===== config.mk =====
export PLATFORM = sky130hd
export DESIGN_NAME = mem_arbiter
export DESIGN_NICKNAME = d
export VERILOG_FILES = /design/src/rtl/mem_arb_pkg.sv /design/src/rtl/arb2_pick.sv /design/src/rtl/mem_arbiter.sv
export SDC_FILE = /design/constraint.sdc
export NUM_CORES = 1
export LEC_CHECK = 0
export CAP_MARGIN = 20
export CORE_AREA = 2 2 65 67
export DETAILED_ROUTE_END_ITERATION = 8
export DIE_AREA = 0 0 67 69
export MAX_ROUTING_LAYER = met4
export PLACE_DENSITY_LB_ADDON = 0.1
export SYNTH_ARGS = -nofsm -noshare
export SYNTH_HDL_FRONTEND = slang
export SYNTH_SLANG_ARGS = --single-unit

===== constraint.sdc =====
create_clock -name clk -period 3.5 [get_ports clk]
set_input_delay 0.7 -clock clk [delete_from_list [all_inputs] [get_ports clk]]
set_output_delay 0.7 -clock clk [all_outputs]
set_load 0.01 [all_outputs]

===== src/rtl/mem_arb_pkg.sv =====
// rtl/mem_arb_pkg.sv - shared types and constants for the two-port memory arbiter
package mem_arb_pkg;

  typedef enum logic {
    PORT_A = 1'b0,
    PORT_B = 1'b1
  } port_t;

  localparam int MODE_RR    = 0;
  localparam int MODE_FIXED = 1;
  localparam int STARVE_W   = 8;

endpackage


===== src/rtl/arb2_pick.sv =====
// rtl/arb2_pick.sv - combinational two-way winner selection
module arb2_pick
  import mem_arb_pkg::*;
#(
  parameter int MODE = MODE_RR
) (
  input  logic  req_a,
  input  logic  req_b,
  input  port_t last,
  input  logic  force_b,
  output logic  grant_a,
  output logic  grant_b
);

  logic b_wins;

  always_comb begin
    grant_a = 1'b0;
    grant_b = 1'b0;
    b_wins  = 1'b0;
    if (req_a && req_b) begin
      // Ties: round-robin favours the port not served last; fixed mode favours A unless B is starving
      if (MODE == MODE_FIXED) begin
        b_wins = force_b;
      end else begin
        b_wins = (last == PORT_A);
      end
      grant_a = !b_wins;
      grant_b = b_wins;
    end else begin
      grant_a = req_a;
      grant_b = req_b;
    end
  end

endmodule


===== src/rtl/mem_arbiter.sv =====
// rtl/mem_arbiter.sv - shares one single-cycle byte-lane memory between CPU port A and DMA port B
module mem_arbiter
  import mem_arb_pkg::*;
#(
  parameter int MODE         = 0,
  parameter int STARVE_LIMIT = 8
) (
  input  logic        clk,
  input  logic        rst_n,
  input  logic        a_req,
  input  logic        a_wr,
  input  logic        a_wide,
  input  logic [15:0] a_addr,
  input  logic [15:0] a_wdata,
  input  logic        b_req,
  input  logic        b_wr,
  input  logic        b_wide,
  input  logic [15:0] b_addr,
  input  logic [15:0] b_wdata,
  output logic        a_ack,
  output logic        b_ack,
  output logic        a_rvalid,
  output logic        b_rvalid,
  output logic [15:0] a_rdata,
  output logic [15:0] b_rdata,
  output logic        mem_en,
  output logic        mem_wr,
  output logic        mem_wide,
  output logic [15:0] mem_addr,
  output logic [15:0] mem_din,
  input  logic [15:0] mem_dout
);

  localparam logic [STARVE_W-1:0] LIMIT = STARVE_LIMIT[STARVE_W-1:0];
  localparam logic [STARVE_W-1:0] ONE   = STARVE_W'(1);

  port_t               last;
  port_t               pend_port;
  logic                pend_valid;
  logic [STARVE_W-1:0] starve_cnt;
  logic                grant_a;
  logic                grant_b;
  logic                force_b;

  assign force_b = (MODE == MODE_FIXED) && (starve_cnt == LIMIT);

  arb2_pick #(.MODE(MODE)) u_pick (
    .req_a   (a_req),
    .req_b   (b_req),
    .last    (last),
    .force_b (force_b),
    .grant_a (grant_a),
    .grant_b (grant_b)
  );

  assign a_ack = grant_a && rst_n;
  assign b_ack = grant_b && rst_n;

  always_comb begin
    mem_en   = 1'b0;
    mem_wr   = 1'b0;
    mem_wide = 1'b0;
    mem_addr = '0;
    mem_din  = '0;
    if (grant_a) begin
      mem_en   = 1'b1;
      mem_wr   = a_wr;
      mem_wide = a_wide;
      mem_addr = a_addr;
      mem_din  = a_wdata;
    end else if (grant_b) begin
      mem_en   = 1'b1;
      mem_wr   = b_wr;
      mem_wide = b_wide;
      mem_addr = b_addr;
      mem_din  = b_wdata;
    end
  end

  always_ff @(posedge clk or negedge rst_n) begin
    if (!rst_n) begin
      last       <= PORT_B;
      starve_cnt <= '0;
      pend_valid <= 1'b0;
      pend_port  <= PORT_A;
    end else begin
      if (grant_a) begin
        last <= PORT_A;
      end else if (grant_b) begin
        last <= PORT_B;
      end
      pend_valid <= (grant_a && !a_wr) || (grant_b && !b_wr);
      pend_port  <= grant_b ? PORT_B : PORT_A;
      if (MODE != MODE_FIXED || !b_req || grant_b) begin
        starve_cnt <= '0;
      end else if (starve_cnt != LIMIT) begin
        starve_cnt <= starve_cnt + ONE;
      end
    end
  end

  // Read data is only presented on the port whose read is returning this cycle
  assign a_rvalid = pend_valid && (pend_port == PORT_A);
  assign b_rvalid = pend_valid && (pend_port == PORT_B);
  assign a_rdata  = a_rvalid ? mem_dout : 16'h0000;
  assign b_rdata  = b_rvalid ? mem_dout : 16'h0000;

endmodule

Word level (Yosys, flattened, before mapping)
Index checks and enable logic that the tools add are counted.
{"block": "op_classes", "mux": 17, "n_reduce_logical": 12, "bitwise": 2}
{"op": "$mux 16", "count": 6}
{"op": "$mux 1", "count": 11}
{"op": "$logic_and 1x1->1", "count": 7}
{"op": "$logic_not 1->1", "count": 3}
{"op": "$not 1->1", "count": 2}
{"op": "$reduce_bool 2->1", "count": 1}
{"op": "$logic_or 1x1->1", "count": 1}
{"block": "totals", "word_cells": 34, "regBits": 3, "in_bits": 88, "out_inout_bits": 71}

Longest topological paths before layout
Gate-level depths: netlist of the first run.
{"block": "depth", "ltp_word": 6, "mapped_depth": 4, "depth_no_buf": 2}

Hierarchy
Synthesis of the first run repeated with hierarchy kept, for this count alone.
{"block": "hier_totals", "hier_cells": 97, "area_unflattened_um2": 774.5}
{"module": "mem_arbiter", "seq_area_each_um2": 76.3, "area_each_um2": 755.7, "cells_per_inst": 94, "instances": 1}
{"module": "arb2_pick", "seq_area_each_um2": 0.0, "area_each_um2": 18.8, "cells_per_inst": 3, "instances": 1}

Least setup slack after synthesis of the first run
No wires, ideal clock.
{"block": "synth_path", "path_kind": "input to output", "start": "input port b_req", "end": "output port mem_din[6]", "t_required_ns": 2.800, "cell_stages": 3, "slack_ns": 1.497, "arrival_time_ns": 1.303, "path_buffers": 1, "path_cell_list": "a21boi_4 buf_4 a32o_1"}
{"block": "synth_between", "elab_chain_len": 4, "word_cells_on_any_way": 5, "classes_between": "mux: 4; reduce/logical: 1"}
{"item": "start, declared", "line": "mem_arbiter.sv:15", "text": "input logic b_req,"}
{"item": "$logic_and 1x1->1", "line": "arb2_pick.sv:21", "text": "if (req_a && req_b) begin"}
{"item": "$mux 1", "line": "arb2_pick.sv:21"}
{"item": "$mux 16", "line": "mem_arbiter.sv:71", "text": "end else if (grant_b) begin"}
{"item": "$mux 16 (*)", "line": "mem_arbiter.sv:65", "text": "if (grant_a) begin"}
{"item": "end, declared", "line": "mem_arbiter.sv:30", "text": "output logic [15:0] mem_din,"}
Every way passes the cells marked *; elsewhere a longest branch is shown, timed or not.

Worst setup path in the final report of the first run
{"block": "layout_path", "start": "input port b_req", "end": "output port mem_din[4]"}
The elaborated chain is that of the path after synthesis.

==> results of run 1 <==
==> final cells by class <==
cell class              instances  area, um^2  area share
inverters                       2        7.51     0.00303
clock buffers                   4        45.0      0.0182
well taps                      50        62.6      0.0253
repair buffers                163        1630       0.660
multi-input cells              76         651       0.263
flip-flops and latches          3        76.3      0.0309
==> state kept, by name (all words and copies together), names as in the netlist <==
signal and cells:
last 1, pend_port 1, pend_valid 1
==> power breakdown <==
| group | leakage, nW | internal (mW) | switching [mW] |
|---|---|---|---|
| Sequential | 0.0354 | 0.0401 | 0.0110 |
| Clock | 0.0228 | 0.0775 | 0.0206 |
| Combinational | 1.00 | 0.245 | 0.124 |
| Total | 1.06 | 0.363 | 0.155 |
==> worst paths after layout <==
kind                               to  slack (ns)   from
setup reg to reg           pend_valid        2.32   last
min in group asynchronous   pend_port        0.70  rst_n
max in group asynchronous        last        2.57  rst_n
hold reg to reg                  last        0.51   last
setup / recovery           mem_din[4]        0.36  b_req
hold / removal                   last        0.51   last
==> per-layer routing <==
layer  vias to the layer above  routed length [um]
met1                       650                1720
met2                        79                2470
met3                         4                 415
met5                         -                   0
li1                        701                   -
met4                         0                  42
==> Yosys cell counts <==
library cell	n	area (um^2)
a21oi_1	1	5.00
a21boi_4	1	18.8
and3_1	17	106
nand2b_1	1	6.26
clkbuf_1	3	11.3
a32o_1	9	90.1
nor2b_2	1	8.76
dfrtp_1	2	50.1
buf_8	3	45.0
a32o_2	26	293
buf_6	1	11.3
inv_1	2	7.51
and2_1	18	113
nor2_1	1	3.75
buf_2	4	20.0
dfstp_2	1	26.3
or2_1	1	6.26
buf_4	3	22.5
==> through the flow <==
step / std cells / worst slack [ns]
floorplan: 95 / 1.50
global placement: 294 / 0.368
CTS: 298 / 0.344
finish: 298 / 0.363
detailed placement: 294 / 0.357
global route: 298 / 0.243
==> cells by family after synthesis <==
logic type / count (synthesis)
AO/OA/AOI/OAI: 37
buffers and inverters: 16
flip-flops: 3
AND/OR/NAND/NOR: 39
==> worst reg2reg max path, cell delays in order (launching register included) <==
cell	delay (ns)
dfstp_2	0.56
nand2b_1	0.14
buf_4	0.22
a32o_2	0.20
==> flow_summary.yaml, run 1 <==
cells_and_area:
  final_cell_mix: "158 x clkdlybuf4s50_1, 26 x a32o_2, 18 x and2_1"
  final_common_cell: "clkdlybuf4s50_1"
  area_growth_pct: 193
  final_util: 0.632
  drive_above_1_share: 0.149
  nNetsFinal: 337
  design_area_um2: 2470
  num_antenna_cells: 0
  fillers: 370
clocking:
  cts_setup_buffers: 0
  cts.sinks: 3
  cts_resized: 0
  clk_latency_ns: 0.21
  root_buffer: "clkbuf_8"
  postCtsHoldBufs: 0
  cts_tree: "built"
  clkTransAtPathRegs_ns: 0.03
  cts_max_path_buffers: 2
  cts_max_level: 1
  cts_buffers: 3
timing:
  finalSetupTns_ns: 0
  setup_viol: 0
  period_share: 0.896
  hold_violations: 0
  min_period_ns: 3.14
  rsz0062_at_grt: "false"
  fmax_mhz: 319
  hold_ws_ns: 0.514
  slew_viol_final: 0
  worst_pin_slew_ns: 0.515
  skew_ns: 0.000223
  slew_headroom: 0.655
logic_synthesis:
  ys_warn_count: 0
  synthSimpleGateAreaFrac: 0.289
  synth_top_family_by_area: "compound AO/OA/AOI/OAI gates"
  synthCells: 95
  synth_area_per_cell_um2: 8.89
  yosys.area_share.adder: 0
  ys_types: 18
  yosysSeqAreaShare: 0.0904
  synth_compound_area_frac: 0.481
  synth_area_um2: 845
  synthMuxAreaShare: 0
  ys_seq_elements: 3
  synth_fp_nets: 183
  synthXorXnorAreaFrac: 0
global_routing:
  gr-total-overflow: 0
  track_usage: 0.200
  grt.met3_usage: 0.0457
  antenna_found_initial: 0
  top_usage_layer: "met2"
  grt_max_degree: 32
  grt_pass1_vias: 1439
  grt_first_pass_wirelength_um: 7220
  use_met1: 0.222
  met2_usage: 0.360
critical_path:
  path_buf_inv: 3
  start_kind: "input pin"
  crit_chain: "clkdlybuf4s50_1 -> a21boi_4 -> buf_12 -> a32o_2 -> clkdlybuf4s50_1"
  critPathKind: "in -> out"
  critPathMaxFanout: 31
  crit_required_ns: 2.80
  max_stage_delay_ns: 0.56
  end_kind: "output port"
  cp_common_cell: "clkdlybuf4s50_1"
  cp_top_family: "buffers and inverters"
  arrival_ns: 2.44
  worst-path-stages: 5
  reg2reg_depth: 3
  slowest_stage: "clkdlybuf4s50_1"
drt:
  wl_per_cell_um: 15.6
  routed_wl_um: 4640
  drc: 0
  drtIter0Drc: 40
  vias: 1434
  vias_per_cell: 4.81
  antenna_left: 0
  dr.pass1.iters: 4
die:
  rows: 23
  fp.dieH_um: 69
  pin_count: 159
  dieArea_um2: 4620
  start_util: 0.216
  die_w_um: 67
  core_um2: 3910
status:
  outcome: "completed"
placed_design:
  place.gp.congestion: 0.812
  dp_hpwl_um: 3780
  io_buffer_count: 158
  placed_area_um2: 2430
worst_hold_path:
  hold_path.class: "reg -> reg"
  whs_path_depth: 2
flow_run:
  maxCapViolations: 0
pwr:
  p_per_area_nw_per_um2: 209
  ir_drop_v: 0.000146
  total_power_mw: 0.518
  p_leak_nw: 1.06
(Power assumes the default switching activity.)
==> inputs of run 2 (changes only) <==
--- a/config.mk
+++ b/config.mk
@@ -5,10 +5,10 @@
 export SDC_FILE = /design/constraint.sdc
 export NUM_CORES = 1
 export LEC_CHECK = 0
-export CAP_MARGIN = 20
 export CORE_AREA = 2 2 65 67
 export DETAILED_ROUTE_END_ITERATION = 8
 export DIE_AREA = 0 0 67 69
+export HOLD_SLACK_MARGIN = 0.02
 export MAX_ROUTING_LAYER = met4
 export PLACE_DENSITY_LB_ADDON = 0.1
 export SYNTH_ARGS = -nofsm -noshare
==> results of run 2 <==
Same layout as run 1: the final DEF is identical, and so are final timing and power.
